==> config.mk <==
export PLATFORM = sky130hd
export DESIGN_NAME = serial_alu_flat
export DESIGN_NICKNAME = d
export VERILOG_FILES = /design/src/rtl/serial_alu_pkg.sv /design/src/rtl/serial_alu_if.sv /design/src/rtl/serial_fa.sv /design/src/rtl/serial_alu.sv /design/src/flat_wrapper.sv
export SDC_FILE = /design/constraint.sdc
export NUM_CORES = 1
export LEC_CHECK = 0
export CORE_MARGIN = 3
export CORE_UTILIZATION = 50
export CTS_BUF_LIST = sky130_fd_sc_hd__clkbuf_2
export CTS_CLUSTER_DIAMETER = 60
export DETAILED_ROUTE_END_ITERATION = 12
export GPL_TIMING_DRIVEN = 1
export HOLD_SLACK_MARGIN = 0.1
export PLACE_DENSITY = 0.8
export SLEW_MARGIN = 20
export SYNTH_ARGS = -nofsm -noshare
export SYNTH_HDL_FRONTEND = slang
export SYNTH_SLANG_ARGS = --single-unit
==> constraint.sdc <==
create_clock -name clk -period 3.56 [get_ports clk]
set_input_delay 0.712 -clock clk [delete_from_list [all_inputs] [get_ports clk]]
set_output_delay 0.712 -clock clk [all_outputs]
set_load 0.02 [all_outputs]
==> src/rtl/serial_alu_pkg.sv <==
// Shared definitions for the bit-serial ALU: operation codes, FSM states
// and a small helper that classifies arithmetic operations.
package serial_alu_pkg;

  typedef enum logic [1:0] {
    OP_ADD = 2'b00,
    OP_SUB = 2'b01,
    OP_AND = 2'b10,
    OP_XOR = 2'b11
  } op_e;

  typedef enum logic [1:0] {
    IDLE = 2'b00,
    RUN  = 2'b01,
    DONE = 2'b10
  } state_e;

  // ADD and SUB go through the full adder and update carry/overflow.
  function automatic logic is_arith(input op_e op);
    return (op == OP_ADD) || (op == OP_SUB);
  endfunction

endpackage

==> src/rtl/serial_alu_if.sv <==
// Control/serial-data bundle between the ALU and its operand/result
// shift-register environment.
interface serial_alu_if;

  logic       start;
  logic [1:0] op;
  logic       a_bit;
  logic       b_bit;
  logic       sr_en;
  logic       result_bit;
  logic       busy;
  logic       done;
  logic       flag_c;
  logic       flag_z;
  logic       flag_n;
  logic       flag_v;

  modport master (
    output start, op, a_bit, b_bit,
    input  sr_en, result_bit, busy, done, flag_c, flag_z, flag_n, flag_v
  );

  modport slave (
    input  start, op, a_bit, b_bit,
    output sr_en, result_bit, busy, done, flag_c, flag_z, flag_n, flag_v
  );

endinterface

==> src/rtl/serial_fa.sv <==
// One-bit full adder used by the serial ADD/SUB datapath.
module serial_fa (
  input  logic a,
  input  logic b,
  input  logic cin,
  output logic s,
  output logic cout
);

  assign s    = a ^ b ^ cin;
  assign cout = (a & b) | (cin & (a ^ b));

endmodule

==> src/rtl/serial_alu.sv <==
// Bit-serial ALU: processes WIDTH-bit operands LSB first, one bit per
// clock, driving the shift enable of the surrounding operand/result
// registers and producing C/Z/N/V flags at the end of each operation.
module serial_alu
  import serial_alu_pkg::*;
#(
  parameter int WIDTH = 8
) (
  input  logic        clk,
  input  logic        rstn,
  serial_alu_if.slave bus
);

  localparam int            CW   = $clog2(WIDTH);
  localparam logic [CW-1:0] LAST = CW'(WIDTH - 1);

  state_e        state_r;
  state_e        state_nxt_s;
  op_e           op_r;
  logic [CW-1:0] cnt_r;
  logic          carry_r;
  logic          zacc_r;
  logic          flag_c_r;
  logic          flag_z_r;
  logic          flag_n_r;
  logic          flag_v_r;

  logic          run_s;
  logic          last_s;
  logic          b_eff_s;
  logic          fa_sum_s;
  logic          fa_cout_s;
  logic          res_s;
  logic          carry_nxt_s;

  assign run_s   = (state_r == RUN);
  assign last_s  = (cnt_r == LAST);
  // SUB is A + ~B + 1; the +1 comes from the carry preset at start.
  assign b_eff_s = bus.b_bit ^ (op_r == OP_SUB);

  serial_fa u_fa (
    .a    (bus.a_bit),
    .b    (b_eff_s),
    .cin  (carry_r),
    .s    (fa_sum_s),
    .cout (fa_cout_s)
  );

  // Per-bit result and next carry for the captured operation.
  always_comb begin
    res_s       = 1'b0;
    carry_nxt_s = carry_r;
    case (op_r)
      OP_ADD, OP_SUB: begin
        res_s       = fa_sum_s;
        carry_nxt_s = fa_cout_s;
      end
      OP_AND:  res_s = bus.a_bit & bus.b_bit;
      OP_XOR:  res_s = bus.a_bit ^ bus.b_bit;
      default: res_s = 1'b0;
    endcase
  end

  // Sequencing: IDLE -> RUN for WIDTH bits -> DONE for one cycle -> IDLE.
  always_comb begin
    state_nxt_s = state_r;
    case (state_r)
      IDLE: begin
        if (bus.start) state_nxt_s = RUN;
        else           state_nxt_s = IDLE;
      end
      RUN: begin
        if (last_s) state_nxt_s = DONE;
        else        state_nxt_s = RUN;
      end
      DONE:    state_nxt_s = IDLE;
      default: state_nxt_s = IDLE;
    endcase
  end

  // State, bit counter, carry, zero accumulator and flag registers.
  always_ff @(posedge clk or negedge rstn) begin
    if (!rstn) begin
      state_r  <= IDLE;
      op_r     <= OP_ADD;
      cnt_r    <= '0;
      carry_r  <= 1'b0;
      zacc_r   <= 1'b0;
      flag_c_r <= 1'b0;
      flag_z_r <= 1'b0;
      flag_n_r <= 1'b0;
      flag_v_r <= 1'b0;
    end else begin
      state_r <= state_nxt_s;
      case (state_r)
        IDLE: begin
          if (bus.start) begin
            op_r    <= op_e'(bus.op);
            cnt_r   <= '0;
            carry_r <= (op_e'(bus.op) == OP_SUB);
            zacc_r  <= 1'b1;
          end
        end
        RUN: begin
          cnt_r   <= cnt_r + CW'(1);
          carry_r <= carry_nxt_s;
          zacc_r  <= zacc_r & ~res_s;
          if (last_s) begin
            // Logic operations leave the carry flag as the previous op left it.
            if (is_arith(op_r)) flag_c_r <= carry_nxt_s;
            flag_z_r <= zacc_r & ~res_s;
            flag_n_r <= res_s;
            flag_v_r <= is_arith(op_r) ? (carry_r ^ carry_nxt_s) : 1'b0;
          end
        end
        default: ;
      endcase
    end
  end

  // Serial result is forced low whenever no bit is being shifted.
  always_comb begin
    if (run_s) bus.result_bit = res_s;
    else       bus.result_bit = 1'b0;
  end

  assign bus.sr_en  = run_s;
  assign bus.busy   = (state_r != IDLE);
  assign bus.done   = (state_r == DONE);
  assign bus.flag_c = flag_c_r;
  assign bus.flag_z = flag_z_r;
  assign bus.flag_n = flag_n_r;
  assign bus.flag_v = flag_v_r;

endmodule

==> src/flat_wrapper.sv <==
// flat-port wrapper written by rule: the top's interface ports become plain ports
module serial_alu_flat import serial_alu_pkg::*;
#(
  parameter int WIDTH = 8
)
  (clk, rstn, bus_start, bus_op, bus_a_bit, bus_b_bit, bus_sr_en, bus_result_bit, bus_busy, bus_done, bus_flag_c, bus_flag_z, bus_flag_n, bus_flag_v);
  serial_alu_if bus_i ();
  input  logic clk;
  input  logic rstn;
  input wire logic [$bits(bus_i.start)-1:0] bus_start;
  input wire logic [$bits(bus_i.op)-1:0] bus_op;
  input wire logic [$bits(bus_i.a_bit)-1:0] bus_a_bit;
  input wire logic [$bits(bus_i.b_bit)-1:0] bus_b_bit;
  output wire logic [$bits(bus_i.sr_en)-1:0] bus_sr_en;
  output wire logic [$bits(bus_i.result_bit)-1:0] bus_result_bit;
  output wire logic [$bits(bus_i.busy)-1:0] bus_busy;
  output wire logic [$bits(bus_i.done)-1:0] bus_done;
  output wire logic [$bits(bus_i.flag_c)-1:0] bus_flag_c;
  output wire logic [$bits(bus_i.flag_z)-1:0] bus_flag_z;
  output wire logic [$bits(bus_i.flag_n)-1:0] bus_flag_n;
  output wire logic [$bits(bus_i.flag_v)-1:0] bus_flag_v;
  assign bus_i.start = bus_start;
  assign bus_i.op = bus_op;
  assign bus_i.a_bit = bus_a_bit;
  assign bus_i.b_bit = bus_b_bit;
  assign bus_sr_en = bus_i.sr_en;
  assign bus_result_bit = bus_i.result_bit;
  assign bus_busy = bus_i.busy;
  assign bus_done = bus_i.done;
  assign bus_flag_c = bus_i.flag_c;
  assign bus_flag_z = bus_i.flag_z;
  assign bus_flag_n = bus_i.flag_n;
  assign bus_flag_v = bus_i.flag_v;
  serial_alu #(.WIDTH(WIDTH)) u_core (.clk(clk), .rstn(rstn), .bus(bus_i));
endmodule
==> results.md <==
* Resized Gates After CTS at 0
* Hold Crit Endpoint: u_core.bus.flag_v
* Most used cell along the critical path: clkdlybuf4s50_1
* P_leak at 0.387 nW
* Reg2reg start: u_core.op_r[1]
* # nets final at 85
* Synthesis-stage register bit count at 13
* Hold Slack at 492 ps
* Worst-path clk slew at 110 ps
* Port Buffers at 14
* FMAX at 291 MHz
* Post-synth top flop: dfrtp_1
* CP Cell Sequence: clkdlybuf4s50_1 -> xnor2_1 -> fa_1 -> mux2i_1 -> and2_1 -> clkdlybuf4s50_1
* Clock Sinks at 13
* R2r setup slk at 1700 ps
* P per Cell Area at 894 nW/um^2
* Detailed-route via count at 457
* YS warnings at 0
* Status: finished clean
* CTS Buf Count at 3
* # diodes at 0
* DRC Markers at 0
* Gpl congestion at 0.751
* Vias in the first global route at 467
* Worst Min Path Start: u_core.bus.flag_v
* RSZ-0062 raised after global routing: false
* Grt total ovfl at 0
* Placed Cells at 83
* Slew margin rel. at 0.622
* Max VDD drop at 0.555 mV
* Buf/Inv on CP at 2
* Worst slew pin tran at 566 ps
* Core ar. at 1170 sq um
* Synth cell types at 30
* Arr. time, crit path at 2720 ps
* Clock buffer depth at 2
* Final Core Density at 0.708
* First-pass GRT wire length at 2060 um
* Clk root buf: clkbuf_2
* Register area share after synthesis at 0.497
* Final non-filler cell total at 87
* Layout cells sized above 1 at 0.137
* Clk Latency, worst-skew pair at 260 ps
* Delay-heaviest family, CP: buffers and inverters
* Critical path capture point type: primary output
* Die area at 1780 sq um
* Period utilization at 0.965
* Setup Total Neg Slack at 0 ps
* Largest net degree at the start of global routing at 14
* Worst hold-check path type: reg -> reg
* Die Height at 42.2 um
* Starting Density at 0.559
* Drt wl/cell at 13.0 um
* Setup-failing EPs final at 0
* DP Area at 810 sq um
* Post-Syn Area at 654 sq um
* Drt pass-1 iters at 4
* Layout area overhead at 26.8%
* Setup Skew at 0.699 ps
* Max stage delay on crit path at 610 ps
* Critical path launch point type: input pin
* Tot GR Track Use at 0.151
* Pre-CTS worst setup slack at 151 ps
* Critical Path Fanout Max at 2
* WL final at 1140 um
* Final setup margin at 123 ps
* Max cap viols at 0
* Initial DRC Count at 6
* Design area at 830 sq um
* Slowest-stage cell, CP: clkdlybuf4s50_1
* Async SR Flop Fraction at 1.00
* Final slew viol count at 0
* Synthesized Nets at 67
* R2R cell count at 6
* Cells after Synth at 56
* Fin. Hold Viols at 0
* Routed Antenna Nets at 0
* CTS tree: yes
* Boundary Pins at 15
* # rows at 12
* WP data required at 2850 ps
* H-Tree Depth at 1
* Vias per cell at 5.25
* CP Class: in -> out
* Setup bufs post-CTS at 0
* FF-to-FF End: u_core.bus.flag_n
* Hold-critical path depth at 2
* Die Width at 42.2 um
* Post-CTS Hold Buffers at 0
* Tot Pwr at 0.742 mW
* Post-synth EDFFs at 0
* Initial antenna violation count at 0
* Fin crit period at 3440 ps
* Final HPWL DP at 839 um
* Syn Area/Cell at 11.7 sq um
==> synth_stat cells (2+ instances only) <==
| cell | n | area [sq um] |
|---|---|---|
| mux2_4 | 2 | 30.0 |
| o21ai_1 | 2 | 10.0 |
| mux2i_1 | 2 | 20.0 |
| ha_1 | 3 | 37.5 |
| o31ai_1 | 2 | 15.0 |
| dfrtp_1 | 13 | 325 |
| a21oi_1 | 2 | 10.0 |
| a22o_1 | 2 | 17.5 |
| nor2b_1 | 2 | 12.5 |
| inv_1 | 4 | 15.0 |
| nand2_1 | 3 | 11.3 |
==> layer usage <==
metal,vias to the layer above,track usage,part of all wire
li1,228,-,-
met3,0,0.0858,0.061
met1,216,0.205,0.50
met2,13,0.225,0.44
met5,-,0,0
met4,0,0,0
==> worst max path at each step <==
stage                     startpoint             end  slack, ps  cells past startpoint
after CTS                  bus_b_bit  bus_result_bit        130                      6
final                      bus_b_bit  bus_result_bit        120                      6
after global placement     bus_b_bit  bus_result_bit        130                      6
after global routing       bus_b_bit  bus_result_bit         30                      6
after detailed placement   bus_b_bit  bus_result_bit        150                      6
after floorplan            bus_b_bit  bus_result_bit       1080                      4
==> layout make-up <==
cell class,count,area [sq um]
Timing Repair Buffer,15,148
Inverter,5,18.8
Multi-Input combinational cell,36,300
Fill cell,93,342
Tap cell,14,17.5
Sequential cell,13,325
Clock buffer,4,20.0
==> cells by family after synthesis <==
logic type      share of synthesized area
compound gates                      0.124
xor+xnor                           0.0268
fa+ha+maj                          0.0880
buf+inv                            0.0440
flops                               0.497
mux                                 0.111
simple gates                        0.109
==> placed cells by master, fill, tap and decap left out <==
master           instances
and2_1                   1
o21ai_0                  1
a21oi_1                  2
nand2_1                  3
inv_2                    1
mux2_4                   2
o31ai_1                  2
ha_1                     3
nor2_1                   1
and3_4                   1
dfrtp_1                 13
a22o_1                   2
clkdlybuf4s50_1         14
nor2b_1                  2
buf_4                    1
nor3b_1                  1
xnor2_1                  1
a222oi_1                 1
inv_1                    4
fa_1                     1
nand3_1                  1
a21o_1                   1
mux2_1                   1
xor2_1                   1
nand3b_1                 1
o21ai_1                  2
mux2i_1                  2
mux2_2                   1
clkbuf_2                 4
nand2b_1                 1
a31oi_1                  1
==> tightest hold or removal path, delay by kind of cell (launching register included) <==
family	cells	cell delay, ps
AO/OA/AOI/OAI	1	50
flip-flops	1	360
AND/OR/NAND/NOR	1	50
==> report_power, final <==
part / leakage (nW) / switching [mW] / internal [mW] / total, mW
sequential: 0.158 / 0.0515 / 0.213 / 0.264
combinational: 0.212 / 0.189 / 0.215 / 0.404
clock: 0.0166 / 0.0439 / 0.0298 / 0.0737
==> state kept, by name (all words and copies together) (netlist names) <==
signal             cells
u_core.bus.flag_c      1
u_core.bus.flag_n      1
u_core.bus.flag_v      1
u_core.bus.flag_z      1
u_core.carry_r         1
u_core.cnt_r           3
u_core.op_r            2
u_core.state_r         2
u_core.zacc_r          1
Power figures use the tool's default switching activity.
